<file path="src/rtl/sym_pkg.sv">
// sym_pkg: state encodings and link symbol constants shared by the symbol-link transmitter and receiver
package sym_pkg;
    localparam int STATE_W = 3;
    typedef enum logic [STATE_W-1:0] {
        ST_IDLE  = 3'd0,
        ST_START = 3'd1,
        ST_DATA  = 3'd2,
        ST_CHK   = 3'd3,
        ST_STOP  = 3'd4
    } state_t;
    localparam logic [1:0] SYM_IDLE  = 2'b00;
    localparam logic [1:0] SYM_START = 2'b10;
    localparam logic [1:0] SYM_STOP  = 2'b01;
endpackage

</file>
<file path="src/rtl/sym_shifter.sv">
// sym_shifter: payload shift register with symbol down-counter and XOR checksum accumulator
module sym_shifter #(
    parameter int DATA_W = 8
) (
    input  logic              clk,
    input  logic              rst,
    input  logic              load,
    input  logic              shift,
    input  logic [DATA_W-1:0] din,
    output logic [1:0]        head,
    output logic [1:0]        chk,
    output logic              last
);
    localparam int CW = (DATA_W / 2 > 1) ? $clog2(DATA_W / 2) : 1;
    logic [DATA_W-1:0] shreg;
    logic [CW-1:0]     cnt;
    assign head = shreg[DATA_W-1 -: 2];
    assign last = cnt == '0;
    always_ff @(posedge clk or posedge rst) begin
        if (rst) begin
            shreg <= '0;
            chk   <= 2'b00;
            cnt   <= '0;
        end else if (load) begin
            shreg <= din;
            chk   <= 2'b00;
            cnt   <= CW'(DATA_W / 2 - 1);
        end else if (shift) begin
            shreg <= shreg << 2;
            chk   <= chk ^ head;
            cnt   <= cnt - CW'(1);
        end
    end
endmodule

</file>
<file path="src/rtl/sym_frame_tx.sv">
// sym_frame_tx: frames a handshaked payload word into START, MSB-first data symbols, XOR checksum, STOP
module sym_frame_tx
    import sym_pkg::*;
#(
    parameter int         DATA_W    = 8,
    parameter logic [1:0] IDLE_SYM  = SYM_IDLE,
    parameter logic [1:0] START_SYM = SYM_START,
    parameter logic [1:0] STOP_SYM  = SYM_STOP
) (
    input  logic               clk,
    input  logic               rst,
    input  logic [DATA_W-1:0]  in_data,
    input  logic               in_valid,
    output logic               in_ready,
    output logic [1:0]         sym,
    output logic               sym_valid,
    input  logic               sym_ready,
    output logic               busy,
    output logic [STATE_W-1:0] state
);
    state_t     cur, nxt;
    logic       load, shift, last;
    logic [1:0] head, chk;
    sym_shifter #(.DATA_W(DATA_W)) u_shift (
        .clk(clk), .rst(rst), .load(load), .shift(shift), .din(in_data),
        .head(head), .chk(chk), .last(last)
    );
    always_ff @(posedge clk or posedge rst) begin
        if (rst) cur <= ST_IDLE;
        else     cur <= nxt;
    end
    always_comb begin
        nxt   = cur;
        load  = 1'b0;
        shift = 1'b0;
        case (cur)
            ST_IDLE:  if (in_valid) begin
                nxt  = ST_START;
                load = 1'b1;
            end
            ST_START: if (sym_ready) nxt = ST_DATA;
            ST_DATA:  if (sym_ready) begin
                shift = 1'b1;
                if (last) nxt = ST_CHK;
            end
            ST_CHK:   if (sym_ready) nxt = ST_STOP;
            ST_STOP:  if (sym_ready) nxt = ST_IDLE;
            default:  nxt = ST_IDLE;
        endcase
    end
    // Outputs decode from registered state only; unreachable encodings look idle but never accept
    assign state     = cur;
    assign in_ready  = cur == ST_IDLE;
    assign busy      = cur != ST_IDLE;
    assign sym_valid = cur inside {ST_START, ST_DATA, ST_CHK, ST_STOP};
    assign sym       = cur == ST_START ? START_SYM :
                       cur == ST_DATA  ? head :
                       cur == ST_CHK   ? chk :
                       cur == ST_STOP  ? STOP_SYM : IDLE_SYM;
endmodule

</file>
<file path="config.mk">
export PLATFORM = sky130hd
export DESIGN_NAME = sym_frame_tx
export DESIGN_NICKNAME = d
export VERILOG_FILES = /design/src/rtl/sym_pkg.sv /design/src/rtl/sym_shifter.sv /design/src/rtl/sym_frame_tx.sv
export SDC_FILE = /design/constraint.sdc
export NUM_CORES = 1
export LEC_CHECK = 0
export BUFFER_PORTS_ARGS = -buffer_cell sky130_fd_sc_hd__buf_2
export CELL_PAD_IN_SITES_DETAIL_PLACEMENT = 1
export CELL_PAD_IN_SITES_GLOBAL_PLACEMENT = 1
export CORE_MARGIN = 3
export CORE_UTILIZATION = 35
export DETAILED_ROUTE_END_ITERATION = 12
export GPL_ROUTABILITY_DRIVEN = 0
export PLACE_DENSITY = 0.7
export REMOVE_ABC_BUFFERS = 1
export SYNTH_ARGS = -nofsm -noshare
export SYNTH_HDL_FRONTEND = slang
export SYNTH_SLANG_ARGS = --single-unit
</file>
<file path="constraint.sdc">
create_clock -name clk -period 1.45 [get_ports clk]
set_input_delay 0.145 -clock clk [delete_from_list [all_inputs] [get_ports clk]]
set_output_delay 0.145 -clock clk [all_outputs]
set_load 0.1 [all_outputs]
</file>
After elaboration in Yosys (flattened, before gate mapping) --
Cells that the tools add are included.
Word-level totals: register bits after elaboration 15, bits in latches 0, RAM bits 0, memory bits (read-only) 0, bits of input ports 12, output and inout bits 8, logic and storage cells 43, memories 0
Cells by class: $add $sub $neg 1, multiply operators 0, div/mod/pow operators 0, magnitude comparators 0, equal/unequal tests 10, shifts and indexed selects 0, multiplexer cells 21, bitwise gates (word level) 1, reductions and logical operators 6
Operators by type and width (number):
- two-way mux 3 bit | 6
- two-way mux 8 bit | 2
- case mux 3 bit (5 select lines) | 1
- two-way mux 2 bit | 7
- != test 2 bit, second input constant | 6
- == test 3 x 2 -> 1 bit, second input constant | 2
- AND reduction 6 bit | 1
- two-way mux 1 bit | 5
- nonzero test 4 bit | 1
- == test 3 x 1 -> 1 bit, second input constant | 1
- == test 3 bit, second input constant | 1
- logical NOT 3 bit | 1
- nonzero test 3 bit | 1
- logical NOT 2 bit | 1
- nonzero test 2 bit | 1
- subtractor 2 x 1 -> 2 bit, second input constant | 1
- bitwise XOR 2 bit | 1

Logic depth before layout (Yosys ltp) --
Gate-level depths: netlist (run 1).
depth in word-level cells 5, gate-level depth with buffers 5, gate-level depth less buffers 5

By module --
A second synthesis (run 1) with hierarchy kept.
Second synthesis, totals: cells, all modules 88, area total of the unflattened synthesis 867.1 um^2
Modules (own cells, without submodules):
- sym_shifter | instances 1, cells an instance 57, area an instance 608.1 um^2, sequential area each 300.3 um^2
- sym_frame_tx | instances 1, cells an instance 31, area an instance 259.0 um^2, sequential area each 75.1 um^2

Worst setup path after synthesis (run 1) --
No wires, ideal clock.
kind reg-to-output, from reg cur[2] (netlist: state[2]), to out busy, arrival 4.489 ns, data required time 1.305 ns, slack -3.184 ns, stages on the path, launching flop included 4, path buffers 1, cell sequence dfrtp_1 > buf_2 > nor3_1 > inv_1
Between the ends: cells in the longest elaborated chain, start to end 1
RTL lines:
- start, declared | line sym_frame_tx.sv:21 | state_t cur, nxt;
- start signal, assigned | line sym_frame_tx.sv:30 | else cur <= nxt;
- nonzero test 3 bit | line sym_frame_tx.sv:54 | assign busy = cur != ST_IDLE;
- end, declared | line sym_frame_tx.sv:18 | output logic busy,
No other way between the ends.

Worst setup path in the final report (run 1) --
from reg cur[0] (netlist: state[0]), to out sym[0]
Between the ends: cells in the longest elaborated chain, start to end 5, elaborated cells on any way between the ends 8, those cells by class eq/ne: 4; mux: 4
RTL lines:
- == test 3 bit | line sym_frame_tx.sv:59 | cur == ST_STOP ? STOP_SYM : IDLE_SYM;
- two-way mux 1 bit | line sym_frame_tx.sv:59
- two-way mux 2 bit | line sym_frame_tx.sv:58 | cur == ST_CHK ? chk :
- two-way mux 2 bit | line sym_frame_tx.sv:57 | cur == ST_DATA ? head :
- two-way mux 2 bit * | line sym_frame_tx.sv:56 | assign sym = cur == ST_START ? START_SYM :
- end, declared | line sym_frame_tx.sv:15 | output logic [1:0] sym,
Mark *: on every way between the ends. The rest lies on a longest branch, timed or not.

==> impl_metrics.py, run 1 <==
metrics = {
    "status": {
        "status": "finished, violations left",
        "violations": "setup timing",
    },
    "finish": {
        "nNetsFinal": 144,
        "design_area_um2": 1533,
        "final_cells": 158,
        "diodes": 0,
        "syn_to_final_growth_pct": 82.84,
        "drive_gt1_frac": 0.6077,
        "fill_cells": 235,
    },
    "timing": {
        "slew_headroom": 0.5998,
        "finClkSkew_ps": 3.255,
        "layout_min_cycle_time_ps": 1721,
        "drv_slew": 0,
        "fmax_ghz": 0.5809,
        "rsz0062_at_grt": "true",
        "period_share": 1.187,
        "layout_setup_ws_ps": -271.4,
        "setup_viol": 18,
        "hold_viol_final": 0,
        "tightest_slew_ps": 599.7,
    },
    "route": {
        "vias_per_cell": 5.247,
        "drt_wl_total_um": 3172,
        "route.detailed.drc": 0,
        "antenna_left": 0,
        "drtIter0Drc": 9,
        "num_vias": 829,
        "wire_per_inst_um": 20.08,
        "dr.pass1.iters": 3,
    },
    "min_path": {
        "holdCritPathClass": "primary input to flop",
        "hold_path_depth": 3,
        "hold_end": "u_shift.shreg[0]",
        "min_from": "in_data[0]",
    },
    "setup_path": {
        "reg2reg_setup_slack_ps": -250,
        "worst_r2r_endpoint": "u_shift.shreg[3]",
        "cp-end-kind": "primary output",
        "required_ps": 1310,
        "start_kind": "flop",
        "worstRegToRegCells": 5,
        "critPathArrivalTime_ps": 1580,
        "cp_max_fo": 4,
        "criticalPathCategory": "flop to primary output",
        "reg2reg_from": "state[0]",
    },
    "synthesis": {
        "ys_seq_elements": 15,
        "syn_area_um2": 838.3,
        "synth_cells": 80,
        "synth.distinct_cells": 27,
        "yosysWarningCount": 0,
        "syn_area_per_cell_um2": 10.48,
        "seq_area_frac_synth": 0.4478,
    },
    "cts": {
        "root_buffer": "clkbuf_4",
        "numClockSinks": 15,
        "cts_tree": "built",
        "cts_buffers": 3,
        "htree_num_levels": 1,
        "clk_latency_ps": 300,
        "cts_buffer_depth": 2,
        "clk_pin_slew_ps": 90,
    },
    "place": {
        "io_buffers": 19,
        "hpwl_um": 1604,
        "place_inst": 137,
        "placed_cell_area_um2": 1161,
    },
    "floorplan": {
        "initial_core_util": 0.3754,
        "core_area_um2": 2233,
        "die_w_um": 54.94,
        "die_h_um": 54.94,
        "io_pins": 20,
        "die_area_um2": 3018,
        "rows": 17,
    },
    "global_routing": {
        "grt_pass1_wl_um": 4533,
        "grt_pass1_vias": 890,
        "grt_max_degree": 16,
        "grtUsageTotal": 0.2239,
        "antenna_found_initial": 0,
        "grt-ovfl-total": 0,
    },
    "job": {
        "drv_cap": 0,
    },
}
==> per-stage QoR <==
stage	TNS, ps	hold WS (ps)	util	setup slack (ps)
after floorplan	-19220	46.48	-	-3113
after global placement	-289.0	220.5	0.5199	-91.91
after detailed placement	-679.6	228.6	0.5199	-148.4
after CTS	-2196	55.04	0.6398	-238.0
after global routing	-4122	86.46	0.6863	-374.0
final	-2996	59.86	0.6863	-271.4
==> repair_timing <==
action | CTS | global route
hold buffers | 1 | 0
endpoints found under the hold margin | 15 | 0
setup buffers | 12 | 5
pin swaps | 9 | 5
resized for setup | 30 | 22
endpoints found under the setup margin | 14 | 21
cloned | 1 | 0
==> worst max-delay path by stage <==
stage,start,end,slack [ps],cells past startpoint
final,state[0],sym[0],-270,4
after global routing,state[0],u_shift.shreg[6],-370,7
after CTS,state[1],u_shift.shreg[2],-240,5
after detailed placement,state[2],u_shift.shreg[4],-150,4
after global placement,state[2],u_shift.shreg[4],-90,4
after floorplan,state[2],busy,-3110,2
==> per-layer routing <==
| metal | share of wire | wire length (um) | GRT usage | up-vias |
|---|---|---|---|---|
| li1 | - | - | - | 375 |
| met1 | 0.37 | 1183 | 0.2411 | 411 |
| met2 | 0.55 | 1738 | 0.4291 | 30 |
| met3 | 0.041 | 129 | 0.02145 | 13 |
| met4 | 0.038 | 121 | 0.1093 | 0 |
| met5 | 0 | 0 | 0 | - |
==> cells by family (layout without fill, tap and decap cells) <==
logic type                 Yosys count  count (layout)  share of synthesized area
AOI/OAI and AO/OA                   13              13                    0.08806
xor gates and xnor gates             2               2                    0.02090
adders and majority gates            1               1                    0.01492
buffers and inverters               14              64                    0.08806
DFF                                 15              15                     0.4478
muxes                               13              13                     0.1642
and+or+nand+nor                     22              22                     0.1761
==> Yosys cell counts <==
master,count,share of area
or3b_1,1,0.010
dfrtp_1,15,0.45
mux2_2,3,0.040
xnor2_1,2,0.021
inv_1,9,0.040
nor3_4,1,0.019
nor3b_1,1,0.0090
ha_1,1,0.015
and3_1,1,0.0075
nand3b_1,1,0.0090
buf_4,1,0.0090
or3_1,3,0.022
o21ai_0,7,0.042
nand3_1,1,0.0060
nand2_1,6,0.027
nand4bb_1,1,0.013
buf_6,2,0.027
nor4b_4,1,0.028
o31ai_1,1,0.0090
a211o_1,1,0.010
a211oi_1,1,0.0090
buf_2,2,0.012
mux2i_1,7,0.084
mux2_1,3,0.040
nor3_1,1,0.0060
a21oi_1,3,0.018
nor2_1,4,0.018
==> worst max-delay path, stage by stage (launching register included) <==
cell	delay (ps)
dfrtp_1	410
buf_6	140
mux2i_1	160
o31ai_2	290
clkbuf_16	270
==> layout make-up <==
type	instances	area, um^2	area share
timing repair buffer	51	546.8	0.3567
multi-input combinational	51	514.2	0.3355
sequential	15	376.6	0.2457
tap	28	35.03	0.02286
inverter	9	33.78	0.02204
clock buffer	4	26.28	0.01714
==> state kept, by name, summed over array words and instances, names as in the netlist <==
signal         flops
u_shift.chk        2
state              3
u_shift.cnt        2
u_shift.shreg      8
==> placed cells by master, fill, tap and decap left out, drive strengths merged, types with 2 or more instances in the layout <==
cell and instances:
a21oi 3, mux2i 7, buf 49, xnor2 2, nor3 2, o21ai 7
clkbuf 5, inv 9, dfrtp 15, mux2 6, nor2 4, or3 3
nand2 6
Power of run 1 is left out: the tool's default activity adds up to more than one toggle a clock period on the data nets, which glitch-free logic cannot reach.
==> run 2, diff against run 1 <==
--- a/config.mk
+++ b/config.mk
@@ -12,6 +12,7 @@
 export CORE_UTILIZATION = 35
 export DETAILED_ROUTE_END_ITERATION = 12
 export GPL_ROUTABILITY_DRIVEN = 0
+export GPL_TIMING_DRIVEN = 0
 export PLACE_DENSITY = 0.7
 export REMOVE_ABC_BUFFERS = 1
 export SYNTH_ARGS = -nofsm -noshare
==> constraint.sdc (replaced) <==
create_clock -name clk -period 1.45 [get_ports clk]
set_input_delay 0.145 -clock clk [delete_from_list [all_inputs] [get_ports clk]]
set_output_delay 0.145 -clock clk [all_outputs]
set_load 0.05 [all_outputs]
==> run 2 against run 1 <==
Compared with the run above: the flow still finishes with violations (setup timing); final area shrank 16%; worst hold slack hardly changed; sequential cell count did not move; routed wire length shrank 25%; fmax grew 3.5%; via count down 10%; clock skew grew 1.6 ps; sequential share of layout area increased by 4.8 points; final cell count fell by 4.4%; register-to-register slack gained 40 ps; critical path depth grew 1; global-route usage decreased by 6.1 points; critical path type is now flop to flop.
==> impl_metrics.py, run 2 (synthesis results as in run 1) <==
metrics = {
    "status": {
        "status": "finished, violations left",
        "violations": "setup timing",
    },
    "power": {
        "power.switching_uw": 1437,
        "p_clk_frac": 0.077,
        "power_density_nw_per_um2": 2471,
        "seqPwrFrac": 0.238,
        "power.leakage_uw": 0.0006314,
        "vdd_drop_max_uv": 1392,
        "combPwrFrac": 0.684,
        "p_int_uw": 1753,
        "p_sw_frac": 0.4505,
    },
    "floorplan": {
        "rows": 17,
        "core_area_um2": 2233,
        "io_pins": 20,
        "initial_core_util": 0.3754,
        "die_w_um": 54.94,
        "die_area_um2": 3018,
        "die_h_um": 54.94,
    },
    "timing": {
        "layout_setup_ws_ps": -212.8,
        "period_share": 1.147,
        "setup_viol": 16,
        "drv_slew": 0,
        "layout_min_cycle_time_ps": 1663,
        "rsz0062_at_grt": "true",
        "hold_viol_final": 0,
        "fmax_ghz": 0.6014,
        "tightest_slew_ps": 613.9,
        "slew_headroom": 0.5903,
        "finClkSkew_ps": 4.862,
    },
    "route": {
        "vias_per_cell": 4.934,
        "num_vias": 745,
        "route.detailed.drc": 0,
        "antenna_left": 0,
        "drt_wl_total_um": 2365,
        "wire_per_inst_um": 15.66,
        "dr.pass1.iters": 2,
        "drtIter0Drc": 4,
    },
    "place": {
        "place_ws_ps": -677.5,
        "placed_cell_area_um2": 928.4,
        "hpwl_um": 1228,
        "io_buffers": 19,
    },
    "cts": {
        "htree_num_levels": 1,
        "cts_buffers": 3,
        "cts_tree": "built",
        "cts_buffer_depth": 2,
        "root_buffer": "clkbuf_4",
        "clk_latency_ps": 290,
        "numClockSinks": 15,
        "clk_pin_slew_ps": 90,
    },
    "setup_path": {
        "cp-end-kind": "flop",
        "critPathArrivalTime_ps": 1840,
        "start_kind": "flop",
        "reg2reg_setup_slack_ps": -210,
        "cp_max_fo": 6,
        "required_ps": 1630,
        "criticalPathCategory": "flop to flop",
    },
    "global_routing": {
        "grt_pass1_vias": 767,
        "grt_pass1_wl_um": 3429,
        "grt_max_degree": 16,
        "antenna_found_initial": 0,
        "grtUsageTotal": 0.1624,
        "grt-ovfl-total": 0,
    },
    "finish": {
        "diodes": 0,
        "drive_gt1_frac": 0.5122,
        "syn_to_final_growth_pct": 54.03,
        "regMostFlops": "u_shift.shreg",
        "design_area_um2": 1291,
        "final_common_cell": "buf_4",
        "final_cell_mix": "buf_4 (16), buf_2 (14), dfrtp_1 (12)",
        "largest_reg_flops": 8,
        "nNetsFinal": 137,
        "fill_cells": 256,
    },
    "min_path": {
        "holdCritPathClass": "primary input to flop",
    },
    "job": {
        "drv_cap": 0,
    },
}
## run 2: cell types whose count changed in the layout (fill, tap and decap cells not counted), sizes merged
cell    before  now
buf         49   43
clkbuf       5    4
## run 2: final cells by class
type	instances	area, um^2	area share
Multi-Input combinational cell	51	452.9	0.3508
Sequential cell	15	379.1	0.2936
Timing Repair Buffer	44	364.1	0.2820
Tap cell	28	35.03	0.02713
Inverter	9	33.78	0.02616
Clock buffer	4	26.28	0.02035
## run 2: metal layers
metal / wire length (um) / vias up / global-route usage
li1: - / 356 / -
met1: 1025 / 366 / 0.1859
met2: 1236 / 19 / 0.2894
met3: 71 / 4 / 0.02681
met4: 32 / 0 / 0.08097
met5: 0 / - / 0
## run 2: per-stage QoR
step	utilization	hold slack (ps)	instances	power (uW)	TNS [ps]
after detailed placement	0.4157	246.9	122	2095	-4788
final	0.5782	59.62	151	3191	-1880
after global routing	0.5782	74.43	151	3398	-2958
after global placement	0.4157	233.9	122	2045	-4399
after floorplan	-	46.48	75	1789	-8321
after CTS	0.5255	55.42	144	2871	-1562
## run 2: power by group through the flow
| stage | sequential, uW | clock, uW | combinational, uW |
|---|---|---|---|
| detailed placement | 811 | 0 | 1280 |
| global placement | 794 | 0 | 1250 |
| finish | 761 | 246 | 2180 |
| global route | 787 | 270 | 2340 |
| CTS | 755 | 252 | 1860 |
| floorplan | 887 | 0 | 903 |
## run 2: path summary, 6_finish.rpt
check                            startpoint               end  cells past startpoint
max                                state[1]  u_shift.shreg[3]                      5
min                              in_data[0]  u_shift.shreg[0]                      3
max reg2reg                        state[1]  u_shift.shreg[3]                      5
min reg2reg                u_shift.shreg[2]  u_shift.shreg[2]                      1
max in group asynchronous               rst          state[0]                      3
min in group asynchronous               rst  u_shift.shreg[0]                      3
## run 2: worst max-delay path, stage by stage (launching register included)
cell and delay [ps]:
dfrtp_2 440, buf_6 130, nor4b_4 260, buf_6 170
mux2_4 300, mux2_4 250
## run 2: timing repair
item,CTS,global route
setup buffers,17,7
hold buffers,1,0
pin swaps,2,4
gates cloned,0,0
endpoints found under the setup margin,18,17
resized for setup,25,10
endpoints found under the hold margin,15,0
No activity file was read; power rests on OpenSTA's default activity.
==> run 3, diff against run 2 <==
--- a/config.mk
+++ b/config.mk
@@ -9,11 +9,11 @@
 export CELL_PAD_IN_SITES_DETAIL_PLACEMENT = 1
 export CELL_PAD_IN_SITES_GLOBAL_PLACEMENT = 1
 export CORE_MARGIN = 3
-export CORE_UTILIZATION = 35
+export CORE_UTILIZATION = 39
 export DETAILED_ROUTE_END_ITERATION = 12
 export GPL_ROUTABILITY_DRIVEN = 0
 export GPL_TIMING_DRIVEN = 0
-export PLACE_DENSITY = 0.7
+export PLACE_DENSITY = 0.74
 export REMOVE_ABC_BUFFERS = 1
 export SYNTH_ARGS = -nofsm -noshare
 export SYNTH_HDL_FRONTEND = slang
==> constraint.sdc (replaced) <==
create_clock -name clk -period 1.8 [get_ports clk]
set_input_delay 0.18 -clock clk [delete_from_list [all_inputs] [get_ports clk]]
set_output_delay 0.18 -clock clk [all_outputs]
set_load 0.05 [all_outputs]
==> run 3 against run 2 <==
Compared with the run above: sequential share of layout area increased by 7.0 points; the flow now finishes without violations; worst hold slack improved by 27 ps; final cell count decreased by 12%; clock power decreased by 19%; routed wire length decreased by 23%; largest cell class unchanged; via count decreased by 12%; non-clock buffer count decreased by 17; critical path type is now flop to primary output; final area decreased by 19%; total power decreased by 36%; register-to-register slack improved by 310 ps; sequential power decreased by 18%.
==> impl_metrics.py, run 3 (synthesis results as in run 1) <==
metrics = {
    "finish": {
        "fill_cells": 246,
        "final_cells": 133,
        "syn_to_final_growth_pct": 24.48,
        "diodes": 0,
        "final_cell_mix": "buf_2 (17), dfrtp_1 (12), inv_1 (9)",
        "regMostFlops": "u_shift.shreg",
        "nNetsFinal": 120,
        "largest_reg_flops": 8,
        "drive_gt1_frac": 0.3679,
        "final_common_cell": "buf_2",
        "fin_util": 0.5213,
    },
    "global_routing": {
        "antenna_found_initial": 0,
        "grtUsageTotal": 0.1476,
        "grt_pass1_wl_um": 2967,
        "grt_max_degree": 16,
        "grt-ovfl-total": 0,
        "grt_pass1_vias": 670,
    },
    "floorplan": {
        "die_area_um2": 2742,
        "core_area_um2": 2002,
        "die_w_um": 52.36,
        "io_pins": 20,
        "initial_core_util": 0.4187,
        "die_h_um": 52.36,
        "rows": 16,
    },
    "timing": {
        "layout_min_cycle_time_ps": 1711,
        "period_share": 0.9506,
        "layout_setup_ws_ps": 88.86,
        "tightest_slew_ps": 565.3,
        "fmax_ghz": 0.5844,
        "slew_headroom": 0.6227,
        "finClkSkew_ps": 7.060,
        "hold_viol_final": 0,
        "setup_viol": 0,
        "drv_slew": 0,
    },
    "min_path": {
        "holdCritPathClass": "primary input to flop",
    },
    "cts": {
        "cts_buffers": 3,
        "root_buffer": "clkbuf_4",
        "clk_latency_ps": 290,
        "cts_buffer_depth": 2,
        "numClockSinks": 15,
        "clk_pin_slew_ps": 100,
        "htree_num_levels": 1,
        "cts_tree": "built",
    },
    "setup_path": {
        "required_ps": 1620,
        "criticalPathCategory": "flop to primary output",
        "critPathArrivalTime_ps": 1530,
        "cp_max_fo": 11,
        "start_kind": "flop",
        "cp-end-kind": "primary output",
    },
    "place": {
        "place_ws_ps": -331.4,
        "io_buffers": 19,
        "place_inst": 121,
        "hpwl_um": 1146,
    },
    "power": {
        "vdd_drop_max_uv": 1077,
        "power.leakage_uw": 0.0005096,
        "power_density_nw_per_um2": 1963,
        "p_total_uw": 2048,
    },
    "route": {
        "wire_per_inst_um": 13.74,
        "antenna_left": 0,
        "route.detailed.drc": 0,
        "dr.pass1.iters": 4,
        "num_vias": 657,
        "vias_per_cell": 4.940,
        "drtIter0Drc": 5,
        "drt_wl_total_um": 1828,
    },
    "job": {
        "drv_cap": 0,
    },
    "status": {
        "status": "complete, no violations",
    },
}
-- run 3: through the flow --
stage          instance area [um^2]  hold slack [ps]  TNS, ps
2_1_floorplan                 798.3            81.48    -3442
3_3_place_gp                  927.1            270.7   -976.2
3_5_place_dp                  927.1            277.4    -1049
4_1_cts                        1020            90.22        0
5_1_grt                        1044            91.73   -1.836
6_report                       1044            86.15        0
-- run 3: final cells by class --
cell class	instances	area (um^2)	area share
clock buffer	3	22.52	0.02158
multi-input combinational	51	394.1	0.3777
sequential	15	379.1	0.3633
inverter	9	33.78	0.03237
tap	27	33.78	0.03237
clock inverter	1	5.005	0.004796
timing repair buffer	27	175.2	0.1679
-- run 3: repair_timing --
item | in CTS | in global routing
endpoints found under the hold margin | 15 | 0
setup endpoints to repair | 6 | 7
setup buffers | 5 | 2
pin swaps | 1 | 1
hold buffers | 1 | 0
gates resized for setup | 3 | 3
-- run 3: path summary, 6_finish.rpt --
check                               startpoint          endpoint  slack, ps  cells after the start
worst max-delay path                  state[0]            sym[1]         90                      3
worst min-delay path                in_data[5]  u_shift.shreg[5]         90                      3
worst max register to register        state[1]  u_shift.shreg[2]        100                      5
worst min register to register  u_shift.cnt[1]    u_shift.cnt[1]        500                      1
max in group asynchronous                  rst          state[2]        920                      3
min in group asynchronous                  rst  u_shift.shreg[0]        470                      3
-- run 3: critical path: stages, from the launching register on --
cell and delay, ps:
dfrtp_2 500, or3_1 370, a21oi_1 160, buf_4 220
-- run 3: power by group --
part	internal, uW	switching (uW)
clock	82.6	118
sequential	483	138
combinational	476	751
-- run 3: layer usage --
layer	share of wire	GRT usage	vias to the layer above
met5	0	0	-
met4	0.011	0.05106	0
met3	0.044	0.02564	4
met2	0.49	0.2500	18
met1	0.46	0.1872	312
li1	-	-	323
